### config.mk
export PLATFORM = sky130hd
export DESIGN_NAME = lif_neuron_core
export DESIGN_NICKNAME = d
export VERILOG_FILES = /design/src/rtl/lif_pkg.sv /design/src/rtl/lif_adaptive_threshold.sv /design/src/rtl/lif_neuron_core.sv
export SDC_FILE = /design/constraint.sdc
export NUM_CORES = 1
export LEC_CHECK = 0
export CORE_ASPECT_RATIO = 0.5
export CORE_UTILIZATION = 40
export CTS_CLUSTER_SIZE = 25
export DETAILED_ROUTE_END_ITERATION = 8
export SYNTH_ARGS = -nofsm -noshare
export SYNTH_HDL_FRONTEND = slang
export SYNTH_SLANG_ARGS = --single-unit
### constraint.sdc
create_clock -name clk -period 8.25 [get_ports clk]
set_input_delay 0.825 -clock clk [delete_from_list [all_inputs] [get_ports clk]]
set_output_delay 0.825 -clock clk [all_outputs]
set_load 0.02 [all_outputs]
### src/rtl/lif_pkg.sv
// Shared types and constants for the LIF neuron core.
package lif_pkg;
  localparam int V_WIDTH = 8;
  localparam int I_WIDTH = 12;
  localparam logic [V_WIDTH-1:0] THR_DEFAULT = 8'd25;

  typedef enum logic [1:0] {
    ST_IDLE       = 2'd0,
    ST_INTEGRATE  = 2'd1,
    ST_SPIKE      = 2'd2,
    ST_REFRACTORY = 2'd3
  } state_t;

  // Entry 0 means no leak; a shift of 0 would otherwise leak everything.
  localparam logic [3:0][2:0] LEAK_SHIFT = {3'd2, 3'd3, 3'd4, 3'd0};

  function automatic logic [V_WIDTH-1:0] leak_amount(input logic [V_WIDTH-1:0] v,
                                                     input logic [1:0] cfg);
    if (cfg == 2'd0) return '0;
    return v >> LEAK_SHIFT[cfg];
  endfunction
endpackage

### src/rtl/lif_adaptive_threshold.sv
// Adaptive firing threshold: steps up per spike, decays after quiet periods,
// and is clamped into [thr_min, thr_max] on every run cycle.
module lif_adaptive_threshold
  import lif_pkg::*;
#(
  parameter int THR_STEP     = 4,
  parameter int DECAY_PERIOD = 16
) (
  input  logic               clk,
  input  logic               rst_n,
  input  logic               run,
  input  logic               step,
  input  logic               tick,
  input  logic               hit,
  input  logic [V_WIDTH-1:0] thr_min,
  input  logic [V_WIDTH-1:0] thr_max,
  output logic [V_WIDTH-1:0] thr
);
  localparam int DW = (DECAY_PERIOD > 1) ? $clog2(DECAY_PERIOD) : 1;
  localparam logic [DW-1:0] D_LAST = DW'(DECAY_PERIOD - 1);

  logic [DW-1:0]      dcnt;
  logic [V_WIDTH:0]   sum;
  logic [V_WIDTH-1:0] op;
  logic [V_WIDTH-1:0] nxt;
  logic               decay;

  assign sum   = {1'b0, thr} + 9'(THR_STEP);
  assign decay = tick && (dcnt == D_LAST);

  always_comb begin
    op = thr;
    if (step)
      op = (sum > {1'b0, thr_max}) ? thr_max : sum[V_WIDTH-1:0];
    else if (decay)
      op = (thr > thr_min) ? thr - 8'd1 : thr_min;
    // An inverted range resolves to the floor.
    nxt = op;
    if (thr_max < thr_min || op < thr_min) nxt = thr_min;
    else if (op > thr_max)                 nxt = thr_max;
  end

  always_ff @(posedge clk or negedge rst_n) begin
    if (!rst_n) begin
      thr  <= THR_DEFAULT;
      dcnt <= '0;
    end else if (run) begin
      thr <= nxt;
      if (hit || decay) dcnt <= '0;
      else if (tick)    dcnt <= dcnt + 1'b1;
    end
  end
endmodule

### src/rtl/lif_neuron_core.sv
// Leaky integrate-and-fire neuron with two weighted inputs, leak, refractory period and adaptive threshold.
// Define LIF_SPIKE_COUNT_EN to build the saturating spike counter; otherwise spike_count is tied to 0.
module lif_neuron_core
  import lif_pkg::*;
#(
  parameter int THR_STEP       = 4,
  parameter int DECAY_PERIOD   = 16,
  parameter int REFRACT_CYCLES = 3,
  parameter int V_RESET        = 0
) (
  input  logic       clk,
  input  logic       rst_n,
  input  logic       enable,
  input  logic [7:0] stim_a,
  input  logic [7:0] stim_b,
  input  logic [2:0] weight_a,
  input  logic [2:0] weight_b,
  input  logic [1:0] leak_config,
  input  logic [7:0] threshold_min,
  input  logic [7:0] threshold_max,
  input  logic       params_ready,
  output logic       spike_out,
  output logic [7:0] membrane,
  output logic [7:0] threshold_now,
  output logic [1:0] neuron_state,
  output logic [7:0] spike_count
);
  localparam int RW = (REFRACT_CYCLES > 0) ? $clog2(REFRACT_CYCLES + 1) : 1;
  localparam logic [RW-1:0]      R_LOAD = RW'(REFRACT_CYCLES);
  localparam logic [V_WIDTH-1:0] V_RST  = V_WIDTH'(V_RESET);

  state_t               state;
  logic [V_WIDTH-1:0]   v;
  logic [V_WIDTH-1:0]   thr;
  logic [RW-1:0]        rcnt;
  logic                 spike_r;
  logic                 param_lost;
  logic                 run;
  logic                 active;
  logic [I_WIDTH-1:0]   prod;
  logic [I_WIDTH-1:0]   cur;
  logic [V_WIDTH-1:0]   leak;
  logic [I_WIDTH:0]     v_sum;
  logic [V_WIDTH-1:0]   v_next;
  logic                 in_int;
  logic                 fire;

  assign run    = enable & params_ready;
  assign active = run & ~param_lost;
  assign prod   = I_WIDTH'(stim_a) * I_WIDTH'(weight_a) + I_WIDTH'(stim_b) * I_WIDTH'(weight_b);
  assign cur    = prod >> 3;
  assign leak   = leak_amount(v, leak_config);
  assign v_sum  = {5'b0, v - leak} + {1'b0, cur};
  assign v_next = (v_sum > 13'd255) ? 8'd255 : v_sum[V_WIDTH-1:0];
  assign in_int = active && (state == ST_INTEGRATE);
  assign fire   = in_int && (v_next >= thr);

  lif_adaptive_threshold #(
    .THR_STEP    (THR_STEP),
    .DECAY_PERIOD(DECAY_PERIOD)
  ) u_thr (
    .clk    (clk),
    .rst_n  (rst_n),
    .run    (run),
    .step   (active && (state == ST_SPIKE)),
    .tick   (in_int && !fire),
    .hit    (fire),
    .thr_min(threshold_min),
    .thr_max(threshold_max),
    .thr    (thr)
  );

  always_ff @(posedge clk or negedge rst_n) begin
    if (!rst_n) begin
      state      <= ST_IDLE;
      v          <= '0;
      rcnt       <= '0;
      spike_r    <= 1'b0;
      param_lost <= 1'b0;
    end else begin
      spike_r <= 1'b0;
      // Losing parameters mid-run forces a fresh pass through IDLE on resume.
      if (!params_ready && state != ST_IDLE) param_lost <= 1'b1;
      if (run) begin
        if (param_lost) begin
          param_lost <= 1'b0;
          state      <= ST_IDLE;
        end else begin
          case (state)
            ST_IDLE: state <= ST_INTEGRATE;
            ST_INTEGRATE: begin
              if (fire) begin
                v       <= V_RST;
                spike_r <= 1'b1;
                state   <= ST_SPIKE;
              end else begin
                v <= v_next;
              end
            end
            ST_SPIKE: begin
              if (REFRACT_CYCLES == 0) begin
                state <= ST_INTEGRATE;
              end else begin
                rcnt  <= R_LOAD;
                state <= ST_REFRACTORY;
              end
            end
            ST_REFRACTORY: begin
              v <= V_RST;
              if (rcnt <= RW'(1)) begin
                rcnt  <= '0;
                state <= ST_INTEGRATE;
              end else begin
                rcnt <= rcnt - 1'b1;
              end
            end
            default: state <= ST_IDLE;
          endcase
        end
      end
    end
  end

`ifdef LIF_SPIKE_COUNT_EN
  logic [7:0] cnt;
  always_ff @(posedge clk or negedge rst_n) begin
    if (!rst_n)                     cnt <= '0;
    else if (fire && cnt != 8'hFF) cnt <= cnt + 8'd1;
  end
  assign spike_count = cnt;
`else
  assign spike_count = '0;
`endif

  assign spike_out     = spike_r;
  assign membrane      = v;
  assign threshold_now = thr;
  assign neuron_state  = state;
endmodule

# Word-level counts from Yosys, hierarchy flattened
# Cells that the tools add are included.
[word_totals]
elab_cells = 84
register_bits = 26
latch_bits = 0
mem_bits_ro = 0
mem_bits_rw = 0
output_inout_bits = 27
memories = 0
[classes]
eq_ne = 6
n_lt_le_gt_ge = 9
n_reduce_logical = 20
n_mux = 29
add_sub_neg = 7
multipliers = 2
bitwise = 3
shifts = 1
n_div = 0
[op_table]
columns = ["operator", "count"]
rows = [
  ["$mux 8", 10],
  ["$mul 8x3->11", 2],
  ["$gt 8x8->1", 2],
  ["$lt 8x8->1", 2],
  ["$pmux 8 s2", 1],
  ["$add 11x11->12", 1],
  ["$add 8x9->10", 1],
  ["$gt 10x8->1 const B", 1],
  ["$add 8x3->9 const B", 1],
  ["$gt 9x8->1", 1],
  ["$reduce_and 3->1", 3],
  ["$ge 8x8->1", 1],
  ["$mux 1", 8],
  ["$mux 2", 4],
  ["$mux 4", 2],
  ["$pmux 2 s4", 1],
  ["$reduce_bool 2->1", 4],
  ["$shr 8x3->8", 1],
  ["$sub 8x1->8 const B", 1],
  ["$sub 8x8->8", 1],
  ["$bmux 3 s2", 1],
  ["$logic_and 1x1->1", 6],
  ["$ne 3x3->1 const B", 2],
  ["$add 4x1->4 const B", 1],
  ["other kinds (14)", 19],
]

# Depth between registers and ports, before layout
# Gate-level depths: netlist (run 1).
[logic_depth]
ltp_word = 18
depth_mapped = 39

# Cells and area by module
# Synthesis (run 1) repeated with hierarchy kept, for this count alone.
[hier_totals]
cells_unflattened = 652
hier_area_um2 = 5343.9
[by_module_without_submodules]
columns = ["module", "area_each_um2", "instances", "cells_per_inst"]
rows = [
  ["lif_neuron_core", 3081.7, 1, 353],
  ["lif_adaptive_threshold", 2262.2, 1, 299],
]

# Worst setup path after synthesis (run 1)
# No wires, ideal clock.
[synth_path]
kind = "in2reg"
startpoint = "in stim_a[0]"
endpoint = "reg u_thr.thr[4]"
setup_ps = 83
t_required_ps = 8167
setup_slack_ps = -459
t_arrival_ps = 8625
stages = 39
path_cell_list = "and2_1 fa_1 inv_1 fa_1 inv_1 fa_1 nand2_1 nor2_1 fa_1 a21o_1 a21oi_1 o21bai_1 a21oi_1 xnor2_1 ha_1 o21ai_0 a21oi_1 o21a_1 [... 3 more ...] ha_1 a21o_1 a221o_1 a21o_2 nor2_8 o21ai_0 a22oi_1 a21oi_1 ha_1 a21o_1 a21oi_1 a21o_1 a21o_1 clkbuf_1 o21ai_2 a32o_1 a21o_1 a221o_1"
[synth_via]
elab_chain_len = 15
elab_cells_between_ends = 17
[synth_lines]
columns = ["item", "line_no", "text"]
rows = [
  ["start, declared", "lif_neuron_core.sv:14", "input logic [7:0] stim_a,"],
  ["$mul 8x3->11 *", "lif_neuron_core.sv:50", "assign prod = I_WIDTH'(stim_a) * I_WIDTH'(weight_a) + I_WIDTH'(stim_b) * I_WIDTH'(weight_b);"],
  ["$add 11x11->12 *", "lif_neuron_core.sv:50", ""],
  ["$add 8x9->10 *", "lif_neuron_core.sv:53", "assign v_sum = {5'b0, v - leak} + {1'b0, cur};"],
  ["$gt 10x8->1", "lif_neuron_core.sv:54", "assign v_next = (v_sum > 13'd255) ? 8'd255 : v_sum[V_WIDTH-1:0];"],
  ["$mux 8 *", "lif_neuron_core.sv:54", ""],
  ["$ge 8x8->1 *", "lif_neuron_core.sv:56", "assign fire = in_int && (v_next >= thr);"],
  ["$logic_and 1x1->1 *", "lif_neuron_core.sv:56", ""],
  ["$logic_not 1->1 *", "lif_neuron_core.sv:66", ".tick (in_int && !fire),"],
  ["$logic_and 1x1->1 *", "lif_neuron_core.sv:66", ""],
  ["$logic_and 1x1->1 *", "lif_adaptive_threshold.sv:29", "assign decay = tick && (dcnt == D_LAST);"],
  ["$mux 8 *", "lif_adaptive_threshold.sv:35", "else if (decay)"],
  ["$mux 8 *", "lif_adaptive_threshold.sv:33", "if (step)"],
  ["$gt 8x8->1 / $lt 8x8->1 (equally long branches)", "lif_adaptive_threshold.sv:40, lif_adaptive_threshold.sv:39", ""],
  ["$mux 8 / $logic_or 1x1->1 (equally long branches)", "lif_adaptive_threshold.sv:40, lif_adaptive_threshold.sv:39", ""],
  ["$mux 8 *", "lif_adaptive_threshold.sv:39", "if (thr_max < thr_min || op < thr_min) nxt = thr_min;"],
  ["end signal, assigned", "lif_adaptive_threshold.sv:48", "thr <= nxt;"],
  ["end, declared", "lif_adaptive_threshold.sv:17", "output logic [V_WIDTH-1:0] thr"],
]
# Every way passes the cells marked *; elsewhere a longest branch is shown, timed or not.
# A chain may end at the register's enable or synchronous reset.

# Final worst setup path (run 1)
[layout_path]
startpoint = "in stim_b[7]"
endpoint = "reg u_thr.thr[4]"
[layout_via]
elab_chain_len = 15
elab_cells_between_ends = 17
[layout_lines]
columns = ["item", "line_no", "text"]
rows = [
  ["start, declared", "lif_neuron_core.sv:15", "input logic [7:0] stim_b,"],
  ["$mul 8x3->11 *", "lif_neuron_core.sv:50", ""],
  ["$add 11x11->12 *", "lif_neuron_core.sv:50", ""],
  ["$add 8x9->10 *", "lif_neuron_core.sv:53", ""],
  ["$gt 10x8->1", "lif_neuron_core.sv:54", ""],
  ["$mux 8 *", "lif_neuron_core.sv:54", ""],
  ["$ge 8x8->1 *", "lif_neuron_core.sv:56", ""],
  ["$logic_and 1x1->1 *", "lif_neuron_core.sv:56", ""],
  ["$logic_not 1->1 *", "lif_neuron_core.sv:66", ""],
  ["$logic_and 1x1->1 *", "lif_neuron_core.sv:66", ""],
  ["$logic_and 1x1->1 *", "lif_adaptive_threshold.sv:29", ""],
  ["$mux 8 *", "lif_adaptive_threshold.sv:35", ""],
  ["$mux 8 *", "lif_adaptive_threshold.sv:33", ""],
  ["$gt 8x8->1 / $lt 8x8->1 (equally long branches)", "lif_adaptive_threshold.sv:40, lif_adaptive_threshold.sv:39", ""],
  ["$mux 8 / $logic_or 1x1->1 (equally long branches)", "lif_adaptive_threshold.sv:40, lif_adaptive_threshold.sv:39", ""],
  ["$mux 8 *", "lif_adaptive_threshold.sv:39", ""],
]
# Marked as above.

==> run_results.csv, run 1 <==
group,metric,value,unit
outcome,status,"finished, violations left",
outcome,violations,"negative setup slack",
floorplan,num_rows,28,
detailed_routing,drc,0,
sta,slew_headroom,0.268,
clock_network,path_clk_slew,0.07,ns
layout,syn2layout_area_growth,40.6,%
worst_setup_path,max_stage_delay,0.54,ns
sta,max_freq,117,MHz
worst_hold_path,min_path_type,"flop to flop",
layout,antenna_cells,0,
placement,place_congestion,0.929,
global_route,grt_max_degree,27,
clock_network,cts-root-buf,"clkbuf_16",
sta,setup_viol,8,
clock_network,hold_buffers,0,
global_route,track_usage,0.229,
pwr,power.density,518,nW/um^2
clock_network,ctsHtreeMaxLevel,1,
sta,worst_clock_skew,0.00247,ns
detailed_routing,wirelength,15.2,mm
synth,netlist-cell-type-count,73,
clock_network,worstSkewPairLatency,0.26,ns
detailed_routing,wl_per_cell,16.3,um
detailed_routing,dr.pass1.iters,5,
placement,hpwl,12.0,mm
job,drv_cap,0,
layout,nets,927,
pwr,finalPower,0.00377,W
worst_setup_path,required,8.44,ns
layout,layout-drive-gt1-share,0.286,
worst_setup_path,arrival,8.74,ns
sta,min_period_over_period,1.04,
synth,synth_ff_type,"dfrtp_1",
detailed_routing,vias,5162,
floorplan,ioPinCount,71,
global_route,antenna_found_initial,0,
sta,finalWorstSetupSlack,-0.298,ns
layout,fin_cells,933,
placement,port_buffers,62,
synth,async_flop_share,1.00,
clock_network,numCtsBuffers,3,
clock_network,cts_tree,"done",
clock_network,clock_path_buffers,2,
sta,whs,0.521,ns
floorplan,die_area,13400,um^2
floorplan,core-area,12200,um^2
detailed_routing,routed_via_density,5.53,
worst_setup_path,path_class,"input pin to flop",
synth,synth_top_area_share,0.201,
clock_network,clock-sinks,26,
global_route,grt_pass1_vias,5169,
synth,synth-edff-count,0,
floorplan,die_w,163,um
placement,dp_slack,-1.10,ns
synth,netlist_instances,613,
detailed_routing,ant_nets,0,
synth,yosys_warnings,0,
synth,syn-cell-area,5180,um^2
placement,numPlacedInstances,900,
synth,ys_ff_latch,26,
sta,tightest_slew,1.09,ns
synth,seq_area_frac_synth,0.126,
floorplan,fp.dieH,82.5,um
global_route,grt_pass1_wl,24.3,mm
worst_setup_path,critPathCaptureType,"flop",
sta,rsz0062_at_grt,"true",
pwr,vdd_drop_max,0.513,mV
floorplan,initial_core_util,0.425,
layout,utilization,0.597,
global_route,gr-total-overflow,0,
pwr,power_leakage,3.45,nW
synth,synth_area_leader_cell,"ha_1",
sta,final_max_slew_viol_count,0,
worst_setup_path,cp_slowest_cell,"fa_1",
sta,finalHoldViolations,0,
sta,min_period,8.55,ns
worst_setup_path,critPathMaxFanout,7,
detailed_routing,drt-initial-drc-count,226,
worst_setup_path,critical_path.startpoint_type,"input pin",
synth,synth.area.top_cells,"ha_1 20%, fa_1 12%, dfrtp_1 11%",
synth,synth_area_per_cell,8.45,um^2
## power breakdown
group	leakage (nW)	internal (W)	switching, W
Clock	0.0442	0.0000744	0.0000483
Combinational	3.07	0.00182	0.00159
Sequential	0.327	0.000168	0.0000713
Total	3.45	0.00206	0.00171
## critical path, delay by kind of cell
kind	cells	cell delay [ns]
muxes	1	0.30
adders and majority gates	7	2.57
xor gates and xnor gates	1	0.07
AOI/OAI and AO/OA	18	3.18
buffers and inverters	5	0.87
and+or+nand+nor	7	0.88
## state kept, by name, summed over array words and instances (netlist names)
register      count
membrane          8
u_thr.thr         8
u_thr.dcnt        4
neuron_state      2
rcnt              2
param_lost        1
spike_out         1
## path summary, 6_finish.rpt
path	from	end	slack [ns]	depth (start not counted)
max	stim_b[7]	u_thr.thr[4]$_DFFE_PN1P_	-0.30	39
min	u_thr.dcnt[1]$_DFFE_PN0P_	u_thr.dcnt[1]$_DFFE_PN0P_	0.52	2
max reg2reg	membrane[3]$_DFFE_PN0P_	u_thr.thr[4]$_DFFE_PN1P_	1.17	38
min reg2reg	u_thr.dcnt[1]$_DFFE_PN0P_	u_thr.dcnt[1]$_DFFE_PN0P_	0.52	2
max in group asynchronous	rst_n	u_thr.thr[4]$_DFFE_PN1P_	7.00	2
min in group asynchronous	rst_n	neuron_state[1]$_DFFE_PN0P_	0.94	2
## repair_timing
item                                    in CTS  in global routing
endpoints found under the setup margin       8                  8
pin swaps                                   61                 40
gates resized for setup                    112                 40
setup buffers                               21                  9
## cell usage in the layout, fill, tap and decap left out, drive strengths merged, types with 8 or more instances in the layout
master	Yosys	layout
nand2	39	39
inv	58	58
nand4	8	8
a22o	8	8
o21ai	46	46
nor3	13	13
nand3	16	16
buf	12	110
and2	45	45
a21o	19	19
a21oi	46	46
ha	83	83
nor2	30	30
clkdlybuf4s50	0	43
fa	31	31
xnor2	14	14
dfrtp	23	23
conb	2	9
mux2i	8	8
## cells in the mapped netlist (5+ instances only)
library cell,number
a211oi_1,7
a21o_1,18
a21oi_1,44
a221o_1,7
a22o_1,8
a32oi_1,6
and2_1,45
buf_4,9
clkbuf_1,7
dfrtp_1,23
fa_1,31
ha_1,83
inv_1,58
mux2i_1,8
nand2_1,39
nand2b_1,5
nand3_1,15
nand4_1,7
nor2_1,28
nor2b_1,5
nor3_1,13
o2111ai_1,5
o21ai_0,40
o21ai_1,5
o21bai_1,7
xnor2_1,14
xor2_1,7
## final cells by class
type	count	area (um^2)
Clock buffer	4	88.8
Fill cell	1103	4910
Inverter	58	218
Multi-Input combinational cell	517	4740
Sequential cell	26	654
Tap cell	165	206
Timing Repair Buffer	163	1370
## stage by stage
stage               TNS [ns]  area, um^2
finish                 -2.03        7280
global route           -5.02        7280
CTS                    -1.26        7020
detailed placement     -8.38        6550
global placement       -7.84        6550
floorplan                  0        5300
## kinds of logic after synthesis
family,after synthesis,synth area share
buf+inv,77,0.0643
compound gates,182,0.237
simple gates,179,0.191
xor+xnor,21,0.0355
mux,12,0.0242
other cells,2,0.00145
flops,26,0.126
fa+ha+maj,114,0.320
## routing by layer
layer | track usage | part of all wire | up-vias | routed length, um
met3 | 0.0160 | 0.040 | 42 | 608
met1 | 0.273 | 0.43 | 2449 | 6540
li1 | - | - | 2514 | -
met4 | 0.0757 | 0.025 | 0 | 381
met2 | 0.444 | 0.51 | 157 | 7710
met5 | 0 | 0 | - | 0
(Power assumes the default switching activity.)
==> run 2: changes to the inputs <==
==> constraint.sdc (replaced) <==
create_clock -name clk -period 7.6 [get_ports clk]
set_input_delay 0.76 -clock clk [delete_from_list [all_inputs] [get_ports clk]]
set_output_delay 0.76 -clock clk [all_outputs]
set_load 0.02 [all_outputs]
==> run_results.csv, run 2 (synthesis gave the netlist of run 1 again) <==
group,metric,value,unit
outcome,status,"finished, violations left",
outcome,violations,"negative setup slack",
worst_setup_path,critPathMaxFanout,7,
worst_setup_path,max_stage_delay,0.54,ns
pwr,power_leakage,3.45,nW
clock_network,numCtsBuffers,3,
floorplan,ioPinCount,71,
sta,finalWorstSetupSlack,-0.842,ns
layout,final_common_cell,"buf_4",
sta,finalHoldViolations,0,
worst_setup_path,path_class,"input pin to flop",
pwr,finalPower,0.00406,W
floorplan,fp.dieH,82.5,um
sta,whs,0.520,ns
pwr,vdd_drop_max,0.393,mV
worst_setup_path,crit_path_end,"u_thr.thr[5]$_DFFE_PN0P_",
worst_setup_path,cp_slowest_cell,"fa_1",
detailed_routing,ant_nets,0,
global_route,track_usage,0.228,
clock_network,worstSkewPairLatency,0.26,ns
clock_network,clock_path_buffers,2,
worst_setup_path,ff2ff_path_depth,33,
layout,syn2layout_area_growth,39.1,%
clock_network,cts-root-buf,"clkbuf_16",
worst_setup_path,rrSetupSlack,0.61,ns
placement,hpwl,11.8,mm
detailed_routing,routed_via_density,5.37,
layout,fin_area,7200,um^2
floorplan,die_area,13400,um^2
detailed_routing,drt-initial-drc-count,261,
placement,placed_area,6620,um^2
worst_setup_path,startpoint,"stim_b[4]",
placement,place_congestion,0.917,
global_route,antenna_found_initial,0,
sta,min_period_over_period,1.11,
sta,setup_viol,8,
worst_setup_path,cp.depth,38,
worst_setup_path,path_delay_family,"compound AO/OA/AOI/OAI gates",
job,drv_cap,0,
sta,fin_setup_tns,-6.30,ns
clock_network,path_clk_slew,0.07,ns
detailed_routing,vias,5032,
worst_setup_path,critPathCaptureType,"flop",
global_route,gr-total-overflow,0,
global_route,grt_max_degree,27,
worst_setup_path,worst-path-buf-inv,4,
clock_network,clock-sinks,26,
layout,mostFrequentLayoutCells,"98 x buf_4, 75 x ha_1, 56 x inv_1, 43 x clkdlybuf4s50_1, 34 x nand2_1",
layout,seqCellArea,654,um^2
floorplan,die_w,163,um
clock_network,cts_tree,"done",
sta,slew_headroom,0.411,
worst_setup_path,arrival,8.59,ns
worst_setup_path,critical_path.startpoint_type,"input pin",
floorplan,num_rows,28,
floorplan,initial_core_util,0.425,
sta,rsz0062_at_grt,"true",
sta,min_period,8.44,ns
placement,port_buffers,62,
sta,max_freq,118,MHz
sta,final_max_slew_viol_count,0,
detailed_routing,wirelength,14.8,mm
layout,layout-drive-gt1-share,0.284,
layout,antenna_cells,0,
sta,worst_clock_skew,0.00275,ns
pwr,power.density,564,nW/um^2
worst_hold_path,min_path_type,"flop to flop",
sta,tightest_slew,0.877,ns
detailed_routing,drc,0,
clock_network,ctsHtreeMaxLevel,1,
layout,multi_input_area,4650,um^2
detailed_routing,dr.pass1.iters,5,
layout,n_fill_cell,1125,
worst_setup_path,required,7.74,ns
floorplan,core-area,12200,um^2
global_route,grt_pass1_wl,24.1,mm
global_route,grt_pass1_vias,4973,
worst_setup_path,r2r-end,"u_thr.thr[5]$_DFFE_PN0P_",
layout,nets,931,
worst_setup_path,regToRegStartpoint,"membrane[4]$_DFFE_PN0P_",
detailed_routing,wl_per_cell,15.8,um
-- run 2: changes by cell type in the layout (fill, tap and decap cells not counted), moves of 3 or more --
cell,previous run,this run
nand2_2,2,5
a21oi_4,4,1
a21oi_2,9,13
buf_6,12,9
ha_4,12,8
buf_4,92,98
ha_1,71,75
-- run 2: timing repair --
item	in CTS	in global routing
pin swaps	63	36
cloned	1	0
setup buffers	19	6
setup endpoints to repair	8	8
gates resized for setup	107	29
hold buffers	0	0
-- run 2: layout make-up --
cell class | instances | share of cell area
sequential | 26 | 0.0908
multi-input combinational | 517 | 0.646
inverter | 58 | 0.0302
tap | 165 | 0.0287
timing repair buffer | 167 | 0.193
clock buffer | 4 | 0.0109
-- run 2: stage by stage --
stage	util	worst slack, ns	instances
floorplan	-	-0.574	620
global route	0.591	-1.20	937
finish	0.591	-0.842	937
global placement	0.543	-1.61	908
detailed placement	0.543	-1.67	908
CTS	0.579	-0.810	931
-- run 2: worst min path at each step --
stage                     slack, ns  depth (start not counted)                       from                        end
after global placement         0.50                          2  u_thr.dcnt[1]$_DFFE_PN0P_  u_thr.dcnt[1]$_DFFE_PN0P_
final                          0.52                          2  u_thr.dcnt[1]$_DFFE_PN0P_  u_thr.dcnt[1]$_DFFE_PN0P_
after floorplan                0.46                          0                      rst_n    membrane[0]$_DFFE_PN0P_
after detailed placement       0.51                          2    membrane[0]$_DFFE_PN0P_    membrane[0]$_DFFE_PN0P_
after CTS                      0.53                          2  u_thr.dcnt[1]$_DFFE_PN0P_  u_thr.dcnt[1]$_DFFE_PN0P_
after global routing           0.55                          2    membrane[0]$_DFFE_PN0P_    membrane[0]$_DFFE_PN0P_
-- run 2: per-layer routing --
metal / vias up / part of all wire / global-route usage
met5: - / 0 / 0
met4: 0 / 0.026 / 0.0766
met3: 30 / 0.039 / 0.00999
met2: 136 / 0.47 / 0.412
met1: 2349 / 0.46 / 0.298
li1: 2517 / - / -
-- run 2: worst register-to-register path, delay by kind of cell (launching register included) --
family,cells,cell delay [ns]
AND/OR/NAND/NOR,4,0.53
AO/OA/AOI/OAI,21,3.91
XOR/XNOR,1,0.18
flip-flops,1,0.44
adder cells (fa/ha/maj),4,1.08
multiplexers,2,0.58
buffers and inverters,1,0.13
-- run 2: power breakdown --
part | internal (W) | switching [W] | leakage [nW]
Combinational | 0.00196 | 0.00173 | 3.09
Clock | 0.0000719 | 0.0000505 | 0.0382
Sequential | 0.000182 | 0.0000732 | 0.327
Total | 0.00221 | 0.00185 | 3.45
==> run 3: changes to the inputs <==
--- a/config.mk
+++ b/config.mk
@@ -11,4 +11,5 @@
 export DETAILED_ROUTE_END_ITERATION = 8
 export SYNTH_ARGS = -nofsm -noshare
 export SYNTH_HDL_FRONTEND = slang
+export SYNTH_HIERARCHICAL = 1
 export SYNTH_SLANG_ARGS = --single-unit
==> run_results.csv, run 3 <==
group,metric,value,unit
outcome,status,"finished, violations left",
outcome,violations,"design-rule violations, negative setup slack",
clock_network,path_clk_slew,0.07,ns
pwr,power_frac_comb,0.901,
synth,seq_area_frac_synth,0.122,
clock_network,ctsHtreeMaxLevel,1,
placement,numPlacedInstances,945,
sta,rsz0062_at_grt,"true",
clock_network,worstSkewPairLatency,0.26,ns
synth,yosys_warnings,6,
worst_setup_path,cp_slowest_cell,"fa_1",
global_route,grt_pass1_wl,24.9,mm
clock_network,numCtsBuffers,3,
worst_setup_path,critical_path.startpoint_type,"input pin",
layout,nets,962,
sta,worst_clock_skew,0.00390,ns
pwr,finalPower,0.00416,W
clock_network,cts_tree,"done",
sta,finalHoldViolations,0,
synth,synth_ff_type,"dfrtp_1",
clock_network,clock-sinks,26,
detailed_routing,ant_nets,0,
global_route,grt_pass1_vias,4842,
worst_setup_path,critPathMaxFanout,8,
worst_hold_path,min_path_type,"flop to flop",
sta,whs,0.540,ns
synth,synth_top_area_share,0.194,
pwr,clkPwrFrac,0.038,
detailed_routing,dr.pass1.iters,7,
synth,async_flop_share,1.00,
placement,hpwl,12.6,mm
synth,yosysMostFrequentCell,"ha_1",
detailed_routing,routed_via_density,5.40,
detailed_routing,wl_per_cell,16.1,um
sta,final_max_slew_viol_count,0,
worst_setup_path,arrival,8.57,ns
synth,synth_area_leader_cell,"ha_1",
worst_setup_path,path_class,"input pin to flop",
floorplan,core-area,12800,um^2
global_route,antenna_found_initial,0,
sta,min_period,8.39,ns
pwr,power_leakage,3.48,nW
sta,finalWorstSetupSlack,-0.786,ns
pwr,p_seq_frac,0.062,
clock_network,clock_path_buffers,2,
worst_setup_path,critPathCaptureType,"flop",
job,drv_cap,0,
floorplan,initial_core_util,0.416,
layout,syn2layout_area_growth,40.0,%
sta,max_freq,119,MHz
placement,port_buffers,62,
floorplan,fp.dieH,83.7,um
sta,tightest_slew,1.22,ns
layout,antenna_cells,0,
detailed_routing,vias,5256,
pwr,p_sw,0.00196,W
layout,fin_cells,973,
synth,synth.area.top_cells,"ha_1 19%, fa_1 12%, dfrtp_1 11%",
floorplan,die_area,13900,um^2
global_route,grt_max_degree,27,
global_route,gr-total-overflow,0,
layout,fin_area,7480,um^2
detailed_routing,drt-initial-drc-count,288,
synth,syn-cell-area,5340,um^2
clock_network,hold_buffers,0,
synth,synth-edff-count,0,
sta,setup_viol,8,
layout,final_common_cell,"buf_4",
sta,slew_headroom,0.189,
placement,place_congestion,0.916,
worst_setup_path,critPathMostFrequentCell,"ha_1",
synth,netlist_instances,652,
floorplan,ioPinCount,71,
worst_setup_path,required,7.79,ns
placement,placed_area,6720,um^2
placement,dp_slack,-1.72,ns
floorplan,num_rows,29,
synth,netlist-cell-type-count,70,
global_route,track_usage,0.226,
pwr,power.density,556,nW/um^2
layout,layout-drive-gt1-share,0.290,
pwr,vdd_drop_max,0.411,mV
detailed_routing,wirelength,15.7,mm
synth,ys_top_cells_by_count,"83 x ha_1, 65 x inv_1, 57 x nand2_1, 45 x and2_1, 43 x nor2_1",
synth,ys_ff_latch,26,
clock_network,cts-root-buf,"clkbuf_16",
pwr,p_int,0.00220,W
pwr,swShare,0.471,
sta,min_period_over_period,1.10,
worst_setup_path,max_stage_delay,0.55,ns
floorplan,die_w,165,um
layout,mostFrequentLayoutCells,"91 x buf_4, 70 x ha_1, 64 x inv_1, 50 x nand2_1, 41 x clkdlybuf4s50_1",
detailed_routing,drc,11,
synth,synth_area_per_cell,8.20,um^2
-- run 3: cell count changes in the layout (fill, tap and decap cells not counted), moves of 6 or more --
cell | before | now
buf_4 | 98 | 91
nand2_1 | 34 | 50
a221o_1 | 7 | 14
o21a_1 | 4 | 12
nor2_1 | 26 | 34
nor2_2 | 2 | 8
a21oi_2 | 13 | 6
a211oi_2 | 0 | 6
inv_1 | 56 | 64
a22o_1 | 8 | 1
-- run 3: layer usage --
layer | vias up | share of wire | global-route usage
met4 | 0 | 0.0057 | 0.0174
met3 | 10 | 0.065 | 0.0308
li1 | 2595 | - | -
met5 | - | 0 | 0
met2 | 169 | 0.41 | 0.321
met1 | 2482 | 0.52 | 0.366
-- run 3: area by class of cell --
| type | count | area [um^2] |
|---|---|---|
| Clock buffer | 3 | 75.1 |
| Clock inverter | 1 | 30.0 |
| Fill cell | 1138 | 5370 |
| Inverter | 65 | 244 |
| Multi-Input combinational cell | 547 | 4870 |
| Sequential cell | 26 | 654 |
| Tap cell | 170 | 213 |
| Timing Repair Buffer | 161 | 1390 |
-- run 3: power by group through the flow --
stage          combinational (W)  clock [W]  sequential, W
2_1_floorplan            0.00188          0       0.000266
3_3_place_gp             0.00294          0       0.000258
3_5_place_dp             0.00298          0       0.000258
4_1_cts                  0.00340   0.000158       0.000256
5_1_grt                  0.00410   0.000167       0.000264
6_report                 0.00375   0.000157       0.000256
-- run 3: path summary, 6_finish.rpt --
| check | startpoint | end | slack [ns] | depth (start not counted) |
|---|---|---|---|---|
| max in group asynchronous | rst_n | u_thr/thr[0]$_DFFE_PN1P_ | 6.44 | 2 |
| max | stim_b[5] | u_thr/thr[3]$_DFFE_PN1P_ | -0.79 | 39 |
| min in group asynchronous | rst_n | u_thr/thr[6]$_DFFE_PN0P_ | 0.86 | 2 |
| min | u_thr/dcnt[3]$_DFFE_PN0P_ | u_thr/dcnt[3]$_DFFE_PN0P_ | 0.54 | 1 |
| max reg2reg | membrane[3]$_DFFE_PN0P_ | u_thr/thr[3]$_DFFE_PN1P_ | 0.66 | 35 |
| min reg2reg | u_thr/dcnt[3]$_DFFE_PN0P_ | u_thr/dcnt[3]$_DFFE_PN0P_ | 0.54 | 1 |
-- run 3: stage by stage --
stage	TNS (ns)	utilization
detailed placement	-13.14	0.523
global placement	-11.58	0.523
CTS	-5.98	0.559
finish	-5.98	0.582
global route	-8.34	0.582
floorplan	-5.88	-
-- run 3: critical path: cells and delay by family --
kind	cells	cell delay, ns
AO/OA/AOI/OAI	14	2.30
XOR/XNOR	1	0.14
AND/OR/NAND/NOR	11	1.81
buffers and inverters	6	0.80
adder cells (fa/ha/maj)	7	2.74
-- run 3: logic make-up after synthesis --
group                    synth area share
flip-flops                          0.122
AND/OR/NAND/NOR                     0.215
adder cells (fa/ha/maj)             0.310
AO/OA/AOI/OAI                       0.222
buffers and inverters              0.0679
other                             0.00141
XOR/XNOR                           0.0426
multiplexers                       0.0178
-- run 3: timing repair --
| item | in CTS | in global routing |
|---|---|---|
| setup endpoints to repair | 8 | 8 |
| pin swaps | 69 | 69 |
| gates resized for setup | 114 | 52 |
| cloned | 0 | 0 |
| setup buffers | 13 | 11 |
